===== src/rtl/cpu_pkg.sv =====
// Shared RV32I decode definitions: opcodes, immediate formats, sizes and small
// helpers used by the decode/issue stage and its decoder.
package cpu_pkg;

    localparam int XLEN = 32;
    localparam int NREG = 32;

    localparam logic [6:0] OPC_LUI    = 7'b0110111;
    localparam logic [6:0] OPC_AUIPC  = 7'b0010111;
    localparam logic [6:0] OPC_JAL    = 7'b1101111;
    localparam logic [6:0] OPC_JALR   = 7'b1100111;
    localparam logic [6:0] OPC_BRANCH = 7'b1100011;
    localparam logic [6:0] OPC_LOAD   = 7'b0000011;
    localparam logic [6:0] OPC_STORE  = 7'b0100011;
    localparam logic [6:0] OPC_OPIMM  = 7'b0010011;
    localparam logic [6:0] OPC_OP     = 7'b0110011;

    typedef enum logic [2:0] {
        IMM_I    = 3'd0,
        IMM_S    = 3'd1,
        IMM_B    = 3'd2,
        IMM_U    = 3'd3,
        IMM_J    = 3'd4,
        IMM_NONE = 3'd5
    } imm_fmt_e;

    function automatic logic [XLEN-1:0] make_imm(input logic [XLEN-1:0] instr,
                                                 input imm_fmt_e fmt);
        case (fmt)
            IMM_I:   return {{20{instr[31]}}, instr[31:20]};
            IMM_S:   return {{20{instr[31]}}, instr[31:25], instr[11:7]};
            IMM_B:   return {{19{instr[31]}}, instr[31], instr[7], instr[30:25], instr[11:8], 1'b0};
            IMM_U:   return {instr[31:12], 12'h000};
            IMM_J:   return {{11{instr[31]}}, instr[31], instr[19:12], instr[20], instr[30:21], 1'b0};
            default: return {XLEN{1'b0}};
        endcase
    endfunction

    function automatic logic [NREG-1:0] reg_onehot(input logic [4:0] r);
        return NREG'(1) << r;
    endfunction

endpackage


===== src/rtl/id_issue_stage_rv_decoder.sv =====
// Purely combinational RV32I field/immediate decoder (module rv_decoder).
// Unused sources and non-writing destinations are reported as register 0.
module rv_decoder
    import cpu_pkg::*;
(
    input  logic [XLEN-1:0] instr,
    output logic            uses_rs1,
    output logic            uses_rs2,
    output logic            writes,
    output logic [4:0]      rs1,
    output logic [4:0]      rs2,
    output logic [4:0]      rd,
    output logic [XLEN-1:0] imm,
    output logic            illegal
);

    imm_fmt_e fmt_s;
    logic     rd_writer_s;

    // opcode class -> operand usage and immediate format
    always_comb begin
        uses_rs1    = 1'b0;
        uses_rs2    = 1'b0;
        rd_writer_s = 1'b0;
        fmt_s       = IMM_NONE;
        illegal     = 1'b0;
        case (instr[6:0])
            OPC_LUI, OPC_AUIPC: begin fmt_s = IMM_U; rd_writer_s = 1'b1; end
            OPC_JAL:            begin fmt_s = IMM_J; rd_writer_s = 1'b1; end
            OPC_JALR, OPC_LOAD, OPC_OPIMM: begin
                fmt_s = IMM_I; uses_rs1 = 1'b1; rd_writer_s = 1'b1;
            end
            OPC_BRANCH: begin fmt_s = IMM_B; uses_rs1 = 1'b1; uses_rs2 = 1'b1; end
            OPC_STORE:  begin fmt_s = IMM_S; uses_rs1 = 1'b1; uses_rs2 = 1'b1; end
            OPC_OP: begin
                uses_rs1 = 1'b1; uses_rs2 = 1'b1; rd_writer_s = 1'b1;
            end
            default: illegal = 1'b1;
        endcase
        writes = rd_writer_s && (instr[11:7] != 5'd0);
        rs1    = uses_rs1 ? instr[19:15] : 5'd0;
        rs2    = uses_rs2 ? instr[24:20] : 5'd0;
        rd     = writes   ? instr[11:7]  : 5'd0;
        imm    = make_imm(instr, fmt_s);
    end

endmodule


===== src/rtl/id_issue_stage.sv =====
// Decode/issue stage: one-entry hold register, scoreboard-based RAW stall and
// registered issue toward execute. Define ID_WB_BYPASS_EN to let a source being
// written back this cycle count as ready.
module id_issue_stage
    import cpu_pkg::*;
(
    input  logic            clk,
    input  logic            reset,
    input  logic            if_valid,
    output logic            if_ready,
    input  logic [31:0]     if_instr,
    input  logic [31:0]     if_pc,
    input  logic            flush,
    output logic [4:0]      rf_rs1,
    output logic [4:0]      rf_rs2,
    output logic            ex_valid,
    input  logic            ex_ready,
    output logic [31:0]     ex_pc,
    output logic [6:0]      ex_opcode,
    output logic [3:0]      ex_funct,
    output logic [4:0]      ex_rd,
    output logic            ex_rw,
    output logic [31:0]     ex_imm,
    output logic            ex_illegal,
    input  logic            wb_valid,
    input  logic [4:0]      wb_rd
);

    logic            hold_full_q, hold_full_d;
    logic [XLEN-1:0] hold_instr_q, hold_instr_d;
    logic [XLEN-1:0] hold_pc_q, hold_pc_d;
    logic            ex_valid_q, ex_valid_d;
    logic [XLEN-1:0] ex_pc_q, ex_pc_d;
    logic [6:0]      ex_opcode_q, ex_opcode_d;
    logic [3:0]      ex_funct_q, ex_funct_d;
    logic [4:0]      ex_rd_q, ex_rd_d;
    logic            ex_rw_q, ex_rw_d;
    logic [XLEN-1:0] ex_imm_q, ex_imm_d;
    logic            ex_illegal_q, ex_illegal_d;
    logic [NREG-1:0] sb_q, sb_d;

    logic            dec_uses_rs1_s, dec_uses_rs2_s, dec_writes_s, dec_illegal_s;
    logic [4:0]      dec_rs1_s, dec_rs2_s, dec_rd_s;
    logic [XLEN-1:0] dec_imm_s;
    logic [NREG-1:0] busy_s;
    logic            hazard_s, issue_s, accept_s, if_ready_s;

    rv_decoder u_dec (
        .instr    (hold_instr_q),
        .uses_rs1 (dec_uses_rs1_s),
        .uses_rs2 (dec_uses_rs2_s),
        .writes   (dec_writes_s),
        .rs1      (dec_rs1_s),
        .rs2      (dec_rs2_s),
        .rd       (dec_rd_s),
        .imm      (dec_imm_s),
        .illegal  (dec_illegal_s)
    );

    // hazard detection and issue/accept handshake
    always_comb begin
`ifdef ID_WB_BYPASS_EN
        busy_s = wb_valid ? (sb_q & ~reg_onehot(wb_rd)) : sb_q;
`else
        busy_s = sb_q;
`endif
        hazard_s   = (dec_uses_rs1_s && (dec_rs1_s != 5'd0) && busy_s[dec_rs1_s]) ||
                     (dec_uses_rs2_s && (dec_rs2_s != 5'd0) && busy_s[dec_rs2_s]);
        issue_s    = hold_full_q && !hazard_s && !flush && (!ex_valid_q || ex_ready);
        if_ready_s = (!hold_full_q || issue_s) && !flush;
        accept_s   = if_valid && if_ready_s;
    end

    // next-state for hold register, execute outputs and scoreboard
    always_comb begin
        hold_full_d  = hold_full_q;
        hold_instr_d = hold_instr_q;
        hold_pc_d    = hold_pc_q;
        ex_valid_d   = ex_valid_q;
        ex_pc_d      = ex_pc_q;
        ex_opcode_d  = ex_opcode_q;
        ex_funct_d   = ex_funct_q;
        ex_rd_d      = ex_rd_q;
        ex_rw_d      = ex_rw_q;
        ex_imm_d     = ex_imm_q;
        ex_illegal_d = ex_illegal_q;
        sb_d         = sb_q;

        if (accept_s) begin
            hold_full_d  = 1'b1;
            hold_instr_d = if_instr;
            hold_pc_d    = if_pc;
        end else if (issue_s || flush) begin
            hold_full_d  = 1'b0;
        end else begin
            hold_full_d  = hold_full_q;
        end

        if (issue_s) begin
            ex_valid_d   = 1'b1;
            ex_pc_d      = hold_pc_q;
            ex_opcode_d  = hold_instr_q[6:0];
            ex_funct_d   = {hold_instr_q[30], hold_instr_q[14:12]};
            ex_rd_d      = dec_rd_s;
            ex_rw_d      = dec_writes_s;
            ex_imm_d     = dec_imm_s;
            ex_illegal_d = dec_illegal_s;
        end else if (ex_ready) begin
            ex_valid_d   = 1'b0;
        end else begin
            ex_valid_d   = ex_valid_q;
        end

        // clear before set: a younger writer of the same register keeps it busy
        if (wb_valid) begin
            sb_d = sb_d & ~reg_onehot(wb_rd);
        end else begin
            sb_d = sb_q;
        end
        if (issue_s && dec_writes_s) begin
            sb_d = sb_d | reg_onehot(dec_rd_s);
        end else begin
            sb_d = sb_d;
        end
        sb_d[0] = 1'b0;
    end

    // state registers
    always_ff @(posedge clk or posedge reset) begin
        if (reset) begin
            hold_full_q  <= 1'b0;
            hold_instr_q <= {XLEN{1'b0}};
            hold_pc_q    <= {XLEN{1'b0}};
            ex_valid_q   <= 1'b0;
            ex_pc_q      <= {XLEN{1'b0}};
            ex_opcode_q  <= 7'd0;
            ex_funct_q   <= 4'd0;
            ex_rd_q      <= 5'd0;
            ex_rw_q      <= 1'b0;
            ex_imm_q     <= {XLEN{1'b0}};
            ex_illegal_q <= 1'b0;
            sb_q         <= {NREG{1'b0}};
        end else begin
            hold_full_q  <= hold_full_d;
            hold_instr_q <= hold_instr_d;
            hold_pc_q    <= hold_pc_d;
            ex_valid_q   <= ex_valid_d;
            ex_pc_q      <= ex_pc_d;
            ex_opcode_q  <= ex_opcode_d;
            ex_funct_q   <= ex_funct_d;
            ex_rd_q      <= ex_rd_d;
            ex_rw_q      <= ex_rw_d;
            ex_imm_q     <= ex_imm_d;
            ex_illegal_q <= ex_illegal_d;
            sb_q         <= sb_d;
        end
    end

    assign if_ready   = if_ready_s;
    assign rf_rs1     = hold_full_q ? dec_rs1_s : 5'd0;
    assign rf_rs2     = hold_full_q ? dec_rs2_s : 5'd0;
    assign ex_valid   = ex_valid_q;
    assign ex_pc      = ex_pc_q;
    assign ex_opcode  = ex_opcode_q;
    assign ex_funct   = ex_funct_q;
    assign ex_rd      = ex_rd_q;
    assign ex_rw      = ex_rw_q;
    assign ex_imm     = ex_imm_q;
    assign ex_illegal = ex_illegal_q;

endmodule


===== config.mk =====
export PLATFORM = sky130hd
export DESIGN_NAME = id_issue_stage
export DESIGN_NICKNAME = d
export VERILOG_FILES = /design/src/rtl/cpu_pkg.sv /design/src/rtl/id_issue_stage_rv_decoder.sv /design/src/rtl/id_issue_stage.sv
export SDC_FILE = /design/constraint.sdc
export NUM_CORES = 1
export LEC_CHECK = 0
export CORE_ASPECT_RATIO = 0.7
export CORE_MARGIN = 8
export CORE_UTILIZATION = 55
export CTS_CLUSTER_SIZE = 10
export DETAILED_ROUTE_END_ITERATION = 12
export DONT_BUFFER_PORTS = 1
export GPL_TIMING_DRIVEN = 0
export HOLD_SLACK_MARGIN = 0.02
export PLACE_DENSITY = 0.7
export SETUP_SLACK_MARGIN = 0.3
export SYNTH_ARGS = -nofsm -noshare
export SYNTH_HDL_FRONTEND = slang
export SYNTH_SLANG_ARGS = --single-unit

===== constraint.sdc =====
create_clock -name clk -period 9.3 [get_ports clk]
set_clock_uncertainty 0.1 [all_clocks]
set_input_delay 2.325 -clock clk [delete_from_list [all_inputs] [get_ports clk]]
set_output_delay 2.325 -clock clk [all_outputs]
set_load 0.01 [all_outputs]

==> qor.txt, run 1 <==
Top Metal Used = met5
fillcell total = 1,110
synth cell count leaders = dfrtp_1 (179), mux2_1 (60), mux2_2 (57), o21ai_0 (57), o31ai_1 (29)
WL final = 22,000 um
M1 wire length = 9390 um
hold path cells = 1
met3 WL = 2550 um
antenna violations before repair = 5
largest net degree at the start of global routing = 106
Reg clk slew, reported paths = 0.07 ns
Seq cells post-synth = 179
die width = 161 um
nature of the critical path startpoint = flip-flop
Seq/Total Area, Yosys = 0.555
top-count cell post-synth = dfrtp_1
min Tclk post-route = 5.85 ns
die area = 0.0189 sq mm
post-CTS setup buffer count = 0
core area = 0.0145 sq mm
via count = 5,515
DRC = 0
clock tree buffer depth = 2
Ports = 169
Util after Layout = 0.616
Synth area leaders = dfrtp_1 (56%), mux2_1 (8.4%), mux2_2 (8.0%)
CTS Hold Bufs = 0
Final ANT Viol Nets = 0
CP Class = flip-flop to output pin
CTS tree = done
maxcap violations = 0
Crit. Startpoint = hold_instr_q[5]
sw power = 0.604 mW
reg-to-reg critical path endpoint = hold_pc_q[12]
asr flop ratio synth = 1.00
path depth of the worst reg2reg path = 8
CTS buffer count = 17
mapped cell area = 0.00806 sq mm
Setup Viol. Count Final = 0
VDD IR max = 0.000116 V
Hold WC Path Type = flip-flop to flip-flop
placed cell area = 0.00834 sq mm
Placer Congestion = 0.902
CP Capture Point = if_ready
GR Util All Layers = 0.236
initial core utilization = 0.555
dpl hpwl = 16,400 um
Fin. Hold Viols = 0
met2 WL = 9770 um
pwr/cell area = 227 mW/mm^2
area grow syn2layout = 11.0%
final non-filler cell area = 0.00895 sq mm
global-route wire length before repair = 34,500 um
Syn Inst Count = 653
Yosys Warn Count = 0
share of cells above drive strength 1 = 0.185
# port buffers = 0
Die Ht = 117 um
H-tree depth = 4
RSZ-0062 raised after global routing = no
sequential power share = 0.513
total chip power = 2.03 mW
CP Capture Type = output pin
Worst-Skew Late Latency = 0.44 ns
syn nets = 728
GRT overflow = 0
slew at the pin with the worst max-slew slack = 0.984 ns
worst endpoint data arrival time = 3.43 ns
Critical Path RT = 6.88 ns
number of global-route vias before repair = 5,648
Layout Nets = 748
CTS root buf = clkbuf_16
r2r startpoint = hold_instr_q[20]
Syn Area/Cell = 12.3 sq um
worst hold slack = 0.382 ns
CTS Sinks = 179
Pre-Repair DR Iteration Count = 5
combinational group share of total power = 0.128
clock share of power = 0.360
post-cts repair resize count = 0
r2r setup slk = 5.47 ns
top_reg_cell synth = dfrtp_1
Starting DRT DRC Count = 567
Final period util = 0.629
Slew Limit Fails = 0
sw frac = 0.297
EDFF count, synth = 0
# rows = 37
Rel. slew slack = 0.339
cell type with the largest total area after synthesis = dfrtp_1
outcome = finished clean
library cells used by synthesis = 49
Leak = 3.78 nW
fmax = 171 MHz
cell-internal power = 1.43 mW
Yosys top cell area share = 0.555
DR vias/cell = 6.25
WL/cell = 24.9 um
worst-path fanout max = 10
Setup TNS = 0 ns
==> metrics by stage <==
step,setup WS [ns],instances
detailed placement,3.92,849
global placement,0.495,848
global route,3.20,882
floorplan,2.02,653
CTS,3.45,880
finish,3.45,883
==> power by group through the flow <==
stage	Sequential [mW]	Clock (mW)	Combinational (mW)
after global routing	1.06	0.775	0.287
after floorplan	1.01	0	0.202
after CTS	1.05	0.741	0.260
final	1.04	0.731	0.259
after detailed placement	1.06	0	0.259
after global placement	1.05	0	0.244
==> kinds of logic after synthesis <==
family	count (synthesis)	synth area share
flops	179	0.555
compound gates	146	0.116
buf+inv	70	0.0357
simple gates	105	0.0694
mux	153	0.224
==> registers in the layout (all words and copies together), names as in the netlist <==
signal,count
busy_s,31
ex_funct,4
ex_illegal,1
ex_imm,32
ex_opcode,7
ex_pc,32
ex_rd,5
ex_rw,1
ex_valid,1
hold_full_q,1
hold_instr_q,32
hold_pc_q,32
==> cells in the final DEF (no fill, tap or decap), types with 9 or more instances in the layout <==
cell type	count
mux2_1	60
clkbuf_16	17
mux2_2	57
buf_2	20
nand3_1	14
dfrtp_1	179
nor2b_1	9
mux4_2	10
nand2_1	25
inv_1	27
and3_1	10
o31ai_1	29
o21ai_0	57
clkbuf_1	18
mux2i_1	26
a21oi_1	26
nor2_1	14
==> critical path, cell delays in order (launching register included) <==
cell and delay, ns:
dfrtp_1 0.46, a21boi_1 0.58, a32oi_1 0.19, a221oi_1 0.30, o311ai_1 0.15, a211oi_2 0.65, clkbuf_1 0.42, a21oi_1 0.23
==> worst min path at each step <==
stage	from	slack (ns)	to
final	hold_pc_q[14]	0.38	hold_pc_q[14]
after global routing	hold_pc_q[15]	0.40	hold_pc_q[15]
after CTS	hold_pc_q[14]	0.39	hold_pc_q[14]
after detailed placement	hold_pc_q[14]	0.37	hold_pc_q[14]
after global placement	hold_pc_q[27]	0.36	hold_pc_q[27]
after floorplan	hold_pc_q[0]	0.35	hold_pc_q[0]
==> layout make-up <==
| class | instances | area (sq um) | area share |
|---|---|---|---|
| clock inverter | 13 | 168 | 0.0187 |
| inverter | 28 | 113 | 0.0126 |
| tap | 195 | 244 | 0.0273 |
| timing repair buffer | 1 | 27.5 | 0.00308 |
| multi-input combinational | 404 | 3300 | 0.368 |
| antenna | 3 | 7.51 | 0.000839 |
| sequential | 179 | 4480 | 0.501 |
| clock buffer | 18 | 429 | 0.0480 |
| buffer | 42 | 183 | 0.0204 |
==> routing by layer <==
layer	up-vias	GRT usage
li1	2421	-
met1	2827	0.314
met2	240	0.347
met3	23	0.103
met4	4	0.0640
met5	-	0
(Power assumes the default switching activity.)
==> run 2, diff against run 1 <==
Settings changed: PLACE_DENSITY 0.7 to 0.73.
Clock period 9.3 ns to 4.68 ns, I/O delays scaled along.
==> run 2 against run 1 <==
Against the previous run: clock power rose by 98%; sequential power rose by 100%; wire length rose by 0.34%; non-clock buffer count rose by 4; power rose by 99%; first-iteration DRC count fell by 11%; largest cell class unchanged; largest power group unchanged; highest routed layer unchanged.
==> qor.txt, run 2 (same netlist as run 1, synthesis figures left out) <==
Max stage delay on crit path = 0.46 ns (was 0.65 ns)
CTS Sinks = 179 (unchanged)
area grow syn2layout = 11.8% (was 11.0%)
global-route wire length before repair = 34,600 um (was 34,500 um)
CP Capture Type = output pin (unchanged)
CP Capture Point = if_ready (unchanged)
CP Buf/Inv Count = 2 (was 1)
min Tclk post-route = 4.16 ns
Final period util = 0.890
die width = 161 um (unchanged)
Reg clk slew, reported paths = 0.07 ns (about the same)
met2 WL = 9670 um (was 9770 um)
# port buffers = 0 (unchanged)
antenna violations before repair = 4 (was 5)
VDD IR max = 0.000278 V (was 0.000116 V)
pwr/cell area = 449 mW/mm^2 (was 227 mW/mm^2)
most common cell after layout, fill and taps aside = dfrtp_1 (unchanged)
worst endpoint data arrival time = 2.89 ns (was 3.43 ns)
Setup WS post-layout = 0.517 ns (was 3.45 ns)
Worst-Skew Late Latency = 0.43 ns (was 0.44 ns)
met3 WL = 2900 um (was 2550 um)
Ports = 169 (unchanged)
r2r startpoint = hold_instr_q[2] (was hold_instr_q[20])
total chip power = 4.05 mW (was 2.03 mW)
Critical Path RT = 3.41 ns (was 6.88 ns)
CTS tree = done (unchanged)
H-tree depth = 4 (unchanged)
Setup TNS = 0 ns (unchanged)
worst-path fanout max = 10 (unchanged)
M1 wire length = 9020 um (was 9390 um)
Starting DRT DRC Count = 504 (was 567)
pre-CTS setup slack = 0.518 ns (was 3.92 ns)
Layout Nets = 752 (was 748)
DRC = 0 (unchanged)
Rel. slew slack = 0.257 (was 0.339)
Placer Congestion = 0.920 (was 0.902)
outcome = finished clean (unchanged)
share of cells above drive strength 1 = 0.197 (was 0.185)
path depth of the worst reg2reg path = 10 (was 8)
GRT overflow = 0 (unchanged)
Crit path depth = 8 (was 7)
Hold WC Path Type = flip-flop to flip-flop (unchanged)
DR vias/cell = 6.29 (was 6.25)
GR Util All Layers = 0.237 (was 0.236)
maxcap violations = 0 (unchanged)
Fin. Hold Viols = 0 (unchanged)
cell family with most CP delay = compound AO/OA/AOI/OAI gates (unchanged)
RSZ-0062 raised after global routing = no (unchanged)
critical-path cell list = nor4bb_1, buf_2, nand3_1, a211o_1, a311oi_1, a211oi_2, clkbuf_1, a21oi_2 (was a21boi_1, a32oi_1, a221oi_1, o311ai_1, a211oi_2, clkbuf_1, a21oi_1)
Pre-Repair DR Iteration Count = 5 (unchanged)
WL final = 22,000 um (about the same)
Top Metal Used = met5 (unchanged)
Slowest-stage cell, CP = dfrtp_1 (was a211oi_2)
CTS Hold Bufs = 0 (unchanged)
CTS root buf = clkbuf_16 (unchanged)
Leak = 3.81 nW (was 3.78 nW)
Die Ht = 117 um (unchanged)
dpl hpwl = 16,700 um (was 16,400 um)
r2r setup slk = 0.98 ns (was 5.47 ns)
reg-to-reg critical path endpoint = hold_pc_q[12] (unchanged)
Slew Limit Fails = 0 (unchanged)
WL/cell = 24.9 um (about the same)
CP Class = flip-flop to output pin (unchanged)
clock tree buffer depth = 2 (unchanged)
core area = 0.0145 sq mm (unchanged)
most frequent cells in the layout = dfrtp_1 (179), mux2_1 (60), mux2_2 (57), o21ai_0 (57), o31ai_1 (29) (unchanged)
slew at the pin with the worst max-slew slack = 1.11 ns (was 0.984 ns)
Setup Viol. Count Final = 0 (unchanged)
CTS buffer count = 17 (unchanged)
Crit. Startpoint = hold_instr_q[2] (was hold_instr_q[5])
die area = 0.0189 sq mm (unchanged)
initial core utilization = 0.555 (unchanged)
fmax = 240 MHz
Final ANT Viol Nets = 0 (unchanged)
nature of the critical path startpoint = flip-flop (unchanged)
via count = 5,575 (was 5,515)
number of global-route vias before repair = 5,728 (was 5,648)
largest net degree at the start of global routing = 43 (was 106)
# rows = 37 (unchanged)
-- run 2: changes by cell type in the layout (fill, tap and decap cells not counted), sizes merged --
cell      previous run  this run
diode                3         1
clkinv               2         3
clkinvlp             1         3
buf                 26        30
inv                 36        34
-- run 2: power by group --
group | internal (mW) | switching [mW]
Combinational | 0.245 | 0.276
Sequential | 1.79 | 0.288
Clock | 0.819 | 0.630
Total | 2.86 | 1.19
-- run 2: through the flow --
stage	util	instance area [sq um]	hold slack, ns	cells
floorplan	-	8070	0.352	653
global placement	0.572	8310	0.362	848
finish	0.620	9020	0.385	886
detailed placement	0.577	8390	0.372	852
global route	0.620	9020	0.402	886
CTS	0.620	9010	0.387	885
-- run 2: worst min-delay path by stage --
stage	end	slack (ns)	start	cells past startpoint
after floorplan	hold_pc_q[0]	0.35	hold_pc_q[0]	1
after global placement	hold_pc_q[30]	0.36	hold_pc_q[30]	1
after detailed placement	hold_pc_q[19]	0.37	hold_pc_q[19]	1
after CTS	hold_pc_q[19]	0.39	hold_pc_q[19]	1
after global routing	hold_pc_q[19]	0.40	hold_pc_q[19]	1
final	hold_pc_q[25]	0.39	hold_pc_q[25]	1
-- run 2: area by class of cell --
type / instances / area, sq um
clock inverters: 14 / 166
diodes: 1 / 2.50
multi-input cells: 404 / 3300
well taps: 195 / 244
flip-flops and latches: 179 / 4480
fillers: 1139 / 5520
plain buffers: 42 / 184
repair buffers: 5 / 87.6
inverters: 28 / 109
clock buffers: 18 / 439
-- run 2: metal layers --
| layer | global-route usage | vias to the layer above |
|---|---|---|
| met5 | 0 | - |
| met4 | 0.0715 | 6 |
| met3 | 0.111 | 37 |
| met2 | 0.347 | 276 |
| met1 | 0.310 | 2828 |
| li1 | - | 2428 |
-- run 2: timing repair --
action	4_1_cts	5_1_grt
setup endpoints to repair	1	1
pin swaps	1	0
setup buffers	1	0
resized for setup	2	1
==> run 3, diff against run 2 <==
Settings changed: CORE_UTILIZATION 55 to 57, PLACE_DENSITY 0.73 to 0.75.
==> run 3 against run 2 <==
Against the previous run: die area fell by 3.1%; power fell by 0.85%; clock power down 3%; critical path depth fell by 1; worst hold slack got worse by 0.0041 ns; setup slack got worse by 0.023 ns; combinational power up 1%; maximum frequency fell by 0.54%; final cell count down 0.11%; first-iteration DRC count down 20%; sequential power about the same; largest cell class unchanged.
==> qor.txt, run 3 (same netlist as run 1, synthesis figures left out) <==
share of cells above drive strength 1 = 0.201 (was 0.197)
Util after Layout = 0.651 (was 0.620)
WL/cell = 25.2 um (was 24.9 um)
DP Cell Count = 847 (was 852)
Max stage delay on crit path = 0.42 ns (was 0.46 ns)
CP Capture Type = output pin (unchanged)
Critical Path RT = 3.41 ns (about the same)
Final period util = 0.894 (was 0.890)
antenna violations before repair = 4 (unchanged)
Setup TNS = 0 ns (unchanged)
fillcell total = 1,099 (was 1,139)
RSZ-0062 raised after global routing = no (unchanged)
pwr/cell area = 445 mW/mm^2 (was 449 mW/mm^2)
Worst-Skew Late Latency = 0.43 ns (about the same)
Slew Limit Fails = 0 (unchanged)
CTS root buf = clkbuf_16 (unchanged)
r2r startpoint = hold_instr_q[20] (was hold_instr_q[2])
die area = 0.0183 sq mm (was 0.0189 sq mm)
VDD IR max = 0.000305 V (was 0.000278 V)
Starting DRT DRC Count = 402 (was 504)
clock share of power = 0.351 (was 0.358)
initial core utilization = 0.581 (was 0.555)
hold path cells = 1 (unchanged)
Rel. slew slack = 0.189 (was 0.257)
FF/Latch Area = 0.00448 sq mm (unchanged)
H-tree depth = 4 (unchanged)
Ports = 169 (unchanged)
worst endpoint data arrival time = 2.92 ns (was 2.89 ns)
WL final = 22,300 um (was 22,000 um)
Pre-Repair DR Iteration Count = 4 (was 5)
path depth of the worst reg2reg path = 9 (was 10)
fmax = 239 MHz (was 240 MHz)
Hold WC Path Type = flip-flop to flip-flop (unchanged)
sw frac = 0.295 (about the same)
total chip power = 4.01 mW (was 4.05 mW)
routing usage on met3 = 0.118 (was 0.111)
DR vias/cell = 6.28 (was 6.29)
Placer Congestion = 0.914 (was 0.920)
number of global-route vias before repair = 5,857 (was 5,728)
outcome = finished clean (unchanged)
# port buffers = 0 (unchanged)
dpl hpwl = 16,700 um (about the same)
Crit. Startpoint = hold_instr_q[20] (was hold_instr_q[2])
maxcap violations = 0 (unchanged)
GR Util met1 = 0.326 (was 0.310)
slew at the pin with the worst max-slew slack = 1.21 ns (was 1.11 ns)
CP Class = flip-flop to output pin (unchanged)
DRC = 0 (unchanged)
core area = 0.0139 sq mm (was 0.0145 sq mm)
busiest layer in global routing = met2 (unchanged)
worst hold slack = 0.381 ns (was 0.385 ns)
GR Util All Layers = 0.250 (was 0.237)
sw power = 1.18 mW (was 1.19 mW)
Final ANT Viol Nets = 0 (unchanged)
nature of the critical path startpoint = flip-flop (unchanged)
Reg clk slew, reported paths = 0.07 ns (about the same)
min Tclk post-route = 4.19 ns (was 4.16 ns)
global-route wire length before repair = 34,300 um (was 34,600 um)
worst-path fanout max = 10 (unchanged)
critical-path cell list = clkbuf_1, clkbuf_2, mux4_2, a311oi_1, a211oi_4, clkbuf_2, a21oi_2 (was nor4bb_1, buf_2, nand3_1, a211o_1, a311oi_1, a211oi_2, clkbuf_1, a21oi_2)
area grow syn2layout = 11.9% (was 11.8%)
Fin. Hold Viols = 0 (unchanged)
most frequent cells in the layout = dfrtp_1 (179), mux2_1 (60), mux2_2 (57), o21ai_0 (57), o31ai_1 (29) (unchanged)
# rows = 36 (was 37)
routing usage on met2 = 0.370 (was 0.347)
clock tree buffer depth = 2 (unchanged)
die width = 158 um (was 161 um)
combinational group share of total power = 0.131 (was 0.129)
HP Start = hold_pc_q[29] (was hold_pc_q[25])
cell-internal power = 2.83 mW (was 2.86 mW)
Slowest-stage cell, CP = a311oi_1 (was dfrtp_1)
most common cell after layout, fill and taps aside = dfrtp_1 (unchanged)
Leak = 3.82 nW (was 3.81 nW)
via count = 5,558 (was 5,575)
CP most frequent cell = clkbuf_2
Layout Nets = 754 (was 752)
sequential power share = 0.518 (was 0.513)
CTS Sinks = 179 (unchanged)
GRT overflow = 0 (unchanged)
CTS tree = done (unchanged)
largest net degree at the start of global routing = 43 (unchanged)
Multi-input gate area = 0.00333 sq mm (was 0.00330 sq mm)
CTS buffer count = 17 (unchanged)
Setup Viol. Count Final = 0 (unchanged)
Die Ht = 116 um (was 117 um)
final non-filler cell total = 885 (was 886)
==> run 3: cell count changes in the layout (fill, tap and decap cells not counted), sizes merged <==
cell	before	now
buf	30	32
clkinv	3	6
clkinvlp	3	1
diode	1	4
inv	34	32
==> run 3: final cells by class <==
cell class              instances  area share
flip-flops and latches        179       0.496
multi-input cells             404       0.368
clock buffers                  18      0.0475
well taps                     190      0.0263
plain buffers                  42      0.0205
clock inverters                13      0.0164
inverters                      28      0.0121
repair buffers                  7      0.0114
diodes                          4     0.00111
==> run 3: layer usage <==
metal	vias up	wire, um
li1	2433	-
met1	2846	9470
met2	248	9960
met3	27	2640
met4	4	224
met5	-	27
==> run 3: final timing paths <==
kind | end | slack [ns]
setup / recovery | if_ready | 0.49
hold / removal | hold_pc_q[29] | 0.38
setup reg to reg | hold_pc_q[16] | 0.90
hold reg to reg | hold_pc_q[29] | 0.38
max in group asynchronous | ex_opcode[1] | 2.73
min in group asynchronous | hold_instr_q[28] | 0.62
==> run 3: critical path, delay by kind of cell (launching register included) <==
kind / cells / cell delay, ns
compound gates: 3 / 0.83
buf+inv: 3 / 0.95
flops: 1 / 0.33
mux: 1 / 0.36
==> run 3: through the flow <==
step	instance area [sq um]	setup slack, ns
after floorplan	8070	1.12
after global placement	8310	0.361
after detailed placement	8390	0.553
after CTS	8980	0.313
after global routing	9020	0.369
final	9030	0.494
==> run 3: repair_timing <==
action,4_1_cts,5_1_grt
pin swaps,1,1
hold buffers,0,0
gates cloned,0,0
setup endpoints to repair,1,1
gates resized for setup,5,3
buffers inserted,0,3
==> run 3: power groups by stage <==
stage	combinational, mW	sequential [mW]	clock [mW]
after detailed placement	0.519	2.11	0
final	0.527	2.08	1.41
after global routing	0.578	2.12	1.50
after global placement	0.485	2.09	0
after floorplan	0.402	2.01	0
after CTS	0.527	2.08	1.42
